[src/rtl/bus_arbiter.sv]
`timescale 1ns/1ps
// Round-robin arbiter sharing the single MemoryUnit bus between CPU (m0) and DMA (m1).
// Define BUS_ARB_TIMEOUT_EN to add the issue watchdog, the DRAIN state and the sticky err_to flag.
module bus_arbiter #(
  parameter int                ADDR_W    = 27,
  parameter int                DATA_W    = 32,
  parameter int                TIMEOUT   = 1024,
  parameter logic [DATA_W-1:0] TIMEOUT_Q = DATA_W'(32'hDEADBEEF)
) (
  input  logic              clk,
  input  logic              nreset,
  input  logic [ADDR_W-1:0] m0_addr,
  input  logic [DATA_W-1:0] m0_data,
  input  logic              m0_we,
  input  logic              m0_start,
  output logic [DATA_W-1:0] m0_q,
  output logic              m0_done,
  input  logic [ADDR_W-1:0] m1_addr,
  input  logic [DATA_W-1:0] m1_data,
  input  logic              m1_we,
  input  logic              m1_start,
  output logic [DATA_W-1:0] m1_q,
  output logic              m1_done,
  output logic [ADDR_W-1:0] bus_addr,
  output logic [DATA_W-1:0] bus_data,
  output logic              bus_we,
  output logic              bus_start,
  input  logic [DATA_W-1:0] bus_q,
  input  logic              bus_done,
  output logic              busy,
  output logic              err_to
);

`ifdef BUS_ARB_TIMEOUT_EN
  typedef enum logic [1:0] {IDLE, ISSUE, WAIT, DRAIN} state_t;
  // Forced completion lands on the master exactly TIMEOUT cycles after the bus_start cycle.
  localparam logic [15:0] TO_LAST = 16'(TIMEOUT - 2);
  logic [15:0] cnt_q, cnt_d;
  logic        err_q, err_d;
`else
  typedef enum logic [1:0] {IDLE, ISSUE, WAIT} state_t;
`endif

  state_t              state_q, state_d;
  logic                last_q, last_d;
  logic                gnt_q, gnt_d;
  logic [ADDR_W-1:0]   addr_q, addr_d;
  logic [DATA_W-1:0]   data_q, data_d;
  logic                we_q, we_d;
  logic [DATA_W-1:0]   m0_rdata_q, m0_rdata_d;
  logic [DATA_W-1:0]   m1_rdata_q, m1_rdata_d;
  logic                m0_done_q, m0_done_d;
  logic                m1_done_q, m1_done_d;
  logic                sel;
  logic                fire;
  logic [DATA_W-1:0]   fire_val;

  always_comb begin
    state_d    = state_q;
    last_d     = last_q;
    gnt_d      = gnt_q;
    addr_d     = addr_q;
    data_d     = data_q;
    we_d       = we_q;
    m0_rdata_d = m0_rdata_q;
    m1_rdata_d = m1_rdata_q;
    m0_done_d  = 1'b0;
    m1_done_d  = 1'b0;
    sel        = 1'b0;
    fire       = 1'b0;
    fire_val   = TIMEOUT_Q;
`ifdef BUS_ARB_TIMEOUT_EN
    cnt_d      = cnt_q;
    err_d      = err_q;
`endif
    case (state_q)
      IDLE: begin
        // A done pulse still on the outputs means the master has not yet dropped start.
        if ((m0_start || m1_start) && !(m0_done_q || m1_done_q)) begin
          sel     = (m0_start && m1_start) ? ~last_q : m1_start;
          gnt_d   = sel;
          last_d  = sel;
          addr_d  = sel ? m1_addr : m0_addr;
          data_d  = sel ? m1_data : m0_data;
          we_d    = sel ? m1_we   : m0_we;
          state_d = ISSUE;
        end
      end
      ISSUE: begin
        state_d = WAIT;
`ifdef BUS_ARB_TIMEOUT_EN
        cnt_d   = '0;
`endif
      end
      WAIT: begin
        if (bus_done) begin
          fire     = 1'b1;
          fire_val = bus_q;
          state_d  = IDLE;
        end
`ifdef BUS_ARB_TIMEOUT_EN
        else if (cnt_q == TO_LAST) begin
          fire    = 1'b1;
          err_d   = 1'b1;
          state_d = DRAIN;
        end else begin
          cnt_d = cnt_q + 16'd1;
        end
`endif
      end
`ifdef BUS_ARB_TIMEOUT_EN
      DRAIN: begin
        // The late slave completion is swallowed; the master was already answered.
        if (bus_done) state_d = IDLE;
      end
`endif
      default: state_d = IDLE;
    endcase

    if (fire) begin
      if (gnt_q) begin
        m1_rdata_d = fire_val;
        m1_done_d  = 1'b1;
      end else begin
        m0_rdata_d = fire_val;
        m0_done_d  = 1'b1;
      end
    end
  end

  always_ff @(posedge clk or negedge nreset) begin
    if (!nreset) begin
      state_q    <= IDLE;
      last_q     <= 1'b1;
      gnt_q      <= 1'b0;
      addr_q     <= '0;
      data_q     <= '0;
      we_q       <= 1'b0;
      m0_rdata_q <= '0;
      m1_rdata_q <= '0;
      m0_done_q  <= 1'b0;
      m1_done_q  <= 1'b0;
`ifdef BUS_ARB_TIMEOUT_EN
      cnt_q      <= '0;
      err_q      <= 1'b0;
`endif
    end else begin
      state_q    <= state_d;
      last_q     <= last_d;
      gnt_q      <= gnt_d;
      addr_q     <= addr_d;
      data_q     <= data_d;
      we_q       <= we_d;
      m0_rdata_q <= m0_rdata_d;
      m1_rdata_q <= m1_rdata_d;
      m0_done_q  <= m0_done_d;
      m1_done_q  <= m1_done_d;
`ifdef BUS_ARB_TIMEOUT_EN
      cnt_q      <= cnt_d;
      err_q      <= err_d;
`endif
    end
  end

  assign bus_addr  = addr_q;
  assign bus_data  = data_q;
  assign bus_we    = we_q;
  assign bus_start = (state_q == ISSUE);
  assign busy      = (state_q != IDLE);
  assign m0_q      = m0_rdata_q;
  assign m0_done   = m0_done_q;
  assign m1_q      = m1_rdata_q;
  assign m1_done   = m1_done_q;
`ifdef BUS_ARB_TIMEOUT_EN
  assign err_to    = err_q;
`else
  assign err_to    = 1'b0;
`endif

endmodule

[config.mk]
export PLATFORM = sky130hd
export DESIGN_NAME = bus_arbiter
export DESIGN_NICKNAME = d
export VERILOG_FILES = /design/src/rtl/bus_arbiter.sv
export SDC_FILE = /design/constraint.sdc
export NUM_CORES = 1
export LEC_CHECK = 0
export CORE_ASPECT_RATIO = 2
export CORE_MARGIN = 10
export CORE_UTILIZATION = 39
export DETAILED_ROUTE_END_ITERATION = 12
export GPL_TIMING_DRIVEN = 0
export PLACE_DENSITY = 0.87
export REMOVE_ABC_BUFFERS = 1
export SYNTH_ARGS = -nofsm -noshare
export SYNTH_HDL_FRONTEND = slang
export SYNTH_SLANG_ARGS = --single-unit
[constraint.sdc]
create_clock -name clk -period 2 [get_ports clk]
set_input_delay 0.2 -clock clk [delete_from_list [all_inputs] [get_ports clk]]
set_output_delay 0.2 -clock clk [all_outputs]
set_load 0.01 [all_outputs]
==> out/summary.txt <==
result of the run: finished clean
relative slew slack: 51.6%
post-route cell area: 9140 sq um
Max Buffers Root-to-Sink: 2
DR iter-0 viols: 150
vias in the first global route: 5,198
Main synth FF type: dfrtp_1
port bufs: 284
WS Path Type: reg2out
Post-synth EDFFs: 0
Syn Area/Cell: 14.3 sq um
Yosys top cell area share: 60.6%
leakage power: 3.67 nW
Die X-Extent: 103 um
synth-to-layout area growth: 71.4%
simple-gate portion of the synthesized area: 1.36%
largest family of logic cells by synthesized area: compound AO/OA/AOI/OAI gates
Buf+Inv Stages, Crit Path: 1
Tot GR Track Use: 20.5%
vias per cell: 5.59
top post-synthesis cells by area: dfrtp_1 (61%), mux2_2 (14%), a2bb2oi_1 (9.9%), o32ai_1 (9.9%), clkbuf_1 (2.0%)
FP Rows: 60
peak supply drop: 951 uV
CP endpoint kind: output pin
Final Cycle Share: 95.5%
# setup viols final: 0
Hold Path Class: in2async
Layout Nets: 809
Syn Inst Count: 373
H-tree depth: 4
Critical-path top delay cell: clkdlybuf4s50_1
Worst Skew: 0.0114 ns
leading area contributor after synthesis: dfrtp_1
n_diodes: 0
internal power: 0.0103 W
synthesized cell area: 5330 sq um
Reg area: 3250 sq um
synth cell count leaders: dfrtp_1 (129), mux2_2 (65), a2bb2oi_1 (60), o32ai_1 (60), clkbuf_1 (28)
Adder-Cell Fraction of Synth Area: 0%
CTS Sinks: 130
clock root cell: clkbuf_16
WP data required: 1.80 ns
Setup crit start kind: flop
Flop pwr share: 31.1%
area fraction in compound gates after synthesis: 20.4%
FMAX: 524 MHz
Fin. Hold Viols: 0
Critical Path, Cell by Cell: or2_2 > clkdlybuf4s50_1
fraction of power spent switching nets: 31.4%
part of the Yosys area used for sequential elements: 61.1%
GRT Residual Overflow: 0
Setup WS post-layout: 0.0910 ns
Netlist cell types: 23
placed instance area: 8400 sq um
WL final: 19,900 um
layout cells sized above 1: 18.3%
first-pass GRT wire length: 29,900 um
multi-input logic area: 1920 sq um
RSZ-0062 raised after global routing: no
CP top delay family: buffers and inverters
Die H: 185 um
worst slew pin tran: 0.726 ns
critical path's largest stage delay: 0.50 ns
clk_lat worst skew: 0.40 ns
count leader, synth: dfrtp_1
post-synthesis xor/xnor area fraction: 0%
Via Count: 4,582
RePlAce Congestion: 0.861
MaxCap Viol Count: 0
drt drc: 0
TritonCTS clock tree: built
mux cell area share after synthesis: 13.7%
Logic pwr share: 45.3%
net switching power: 0.00473 W
initial antenna violation count: 0
Tot Pwr: 0.0151 W
die area: 19,000 sq um
clock period minus worst slack: 1.91 ns
Initial Util: 39.7%
I/O pins: 286
max-slew violations: 0
clock slew at reported path FFs: 0.06 ns
count of yosys warnings during synthesis: 0
non-filler cells, final: 820
DP Wirelength: 15,400 um
TritonCTS Buffers: 17
ys async rst share: 100%
Placed Cells: 782
drt pass-1 iters: 5
crit path DAT: 1.71 ns
crit-path max FO: 6
ANT nets after route: 0
routed len/inst: 24.2 um
core area: 13,400 sq um
number of synthesized register bits: 130
power per cell area: 1650 nW/um^2
Clk pwr share: 23.6%
fillers: 925
Place WS: -0.461 ns
Fin Setup TNS: 0 ns
largest net degree at the start of global routing: 69
routing by layer:
metal  vias to the layer above  wire length (um)  GRT usage, %
met5                         -                 0             0
met4                         0              1050          12.3
met3                        62              1900          7.73
met2                       247             10500          35.9
met1                      2231              6400          19.4
li1                       2042                 -             -
logic make-up (layout without fill, tap and decap cells):
group / count (synthesis) / after routing
and+or+nand+nor: 8 / 8
DFF: 130 / 130
muxes: 65 / 65
AOI/OAI and AO/OA: 125 / 125
buffers and inverters: 44 / 336
other: 1 / 1
layout make-up:
type,count,share of cell area (%)
Inverter,3,0.137
Tap cell,155,2.12
Timing Repair Buffer,301,33.6
Multi-Input combinational cell,199,21.0
Clock inverter,12,2.49
Sequential cell,130,35.6
Clock buffer,20,5.00
final timing paths:
kind / cells past startpoint / start / end / slack (ns)
setup / recovery: 2 / state_q[0] / busy / 0.09
hold / removal: 2 / nreset / bus_data[7] / 0.34
setup reg to reg: 3 / last_q / bus_addr[5] / 0.18
hold reg to reg: 1 / m1_q[19] / m1_q[19] / 0.50
max in group asynchronous: 3 / nreset / m1_q[21] / 0.92
min in group clk: 3 / m1_data[19] / bus_data[19] / 0.42
repair_timing:
| item | in CTS | in global routing |
|---|---|---|
| hold buffers | 1 | 0 |
| resized for setup | 2 | 0 |
| endpoints found under the hold margin | 61 | 0 |
| pin swaps | 2 | 0 |
| setup endpoints to repair | 75 | 16 |
| buffers inserted | 3 | 2 |
per-stage QoR:
stage | utilization (%) | hold slack (ns)
floorplan | - | -0.0956
global placement | 61.0 | 0.488
detailed placement | 62.5 | 0.215
CTS | 67.9 | 0.363
global route | 68.0 | 0.391
finish | 68.0 | 0.341
power groups by stage:
stage          Clock [W]  Sequential, W  Combinational [W]
2_1_floorplan          0        0.00517            0.00235
3_3_place_gp           0        0.00460            0.00649
3_5_place_dp           0        0.00471            0.00682
4_1_cts          0.00363        0.00469            0.00690
5_1_grt          0.00375        0.00484            0.00725
6_report         0.00356        0.00468            0.00683
state kept, by name, summed over array words and instances (netlist names):
| signal | cells |
|---|---|
| gnt_q | 1 |
| bus_data | 32 |
| state_q | 2 |
| bus_we | 1 |
| m0_q | 32 |
| last_q | 1 |
| m0_done | 1 |
| m1_done | 1 |
| bus_addr | 27 |
| m1_q | 32 |
worst register-to-register path: stages, from the launching register on:
cell and delay, ns:
dfstp_2 0.58, a21bo_4 0.60, o32ai_1 0.30, a2bb2oi_1 0.25
placed cells by master, fill, tap and decap left out, types with 2 or more instances in the layout:
| cell type | count |
|---|---|
| a2bb2oi_1 | 60 |
| buf_12 | 3 |
| buf_4 | 5 |
| buf_6 | 5 |
| buf_8 | 3 |
| bufinv_16 | 6 |
| clkbuf_16 | 17 |
| clkbuf_8 | 2 |
| clkdlybuf4s50_1 | 283 |
| clkinv_2 | 2 |
| clkinv_4 | 3 |
| dfrtp_1 | 129 |
| inv_1 | 2 |
| mux2_2 | 65 |
| o32ai_1 | 60 |
| or2_2 | 2 |
Note: power is estimated with default switching activity, not from simulation.
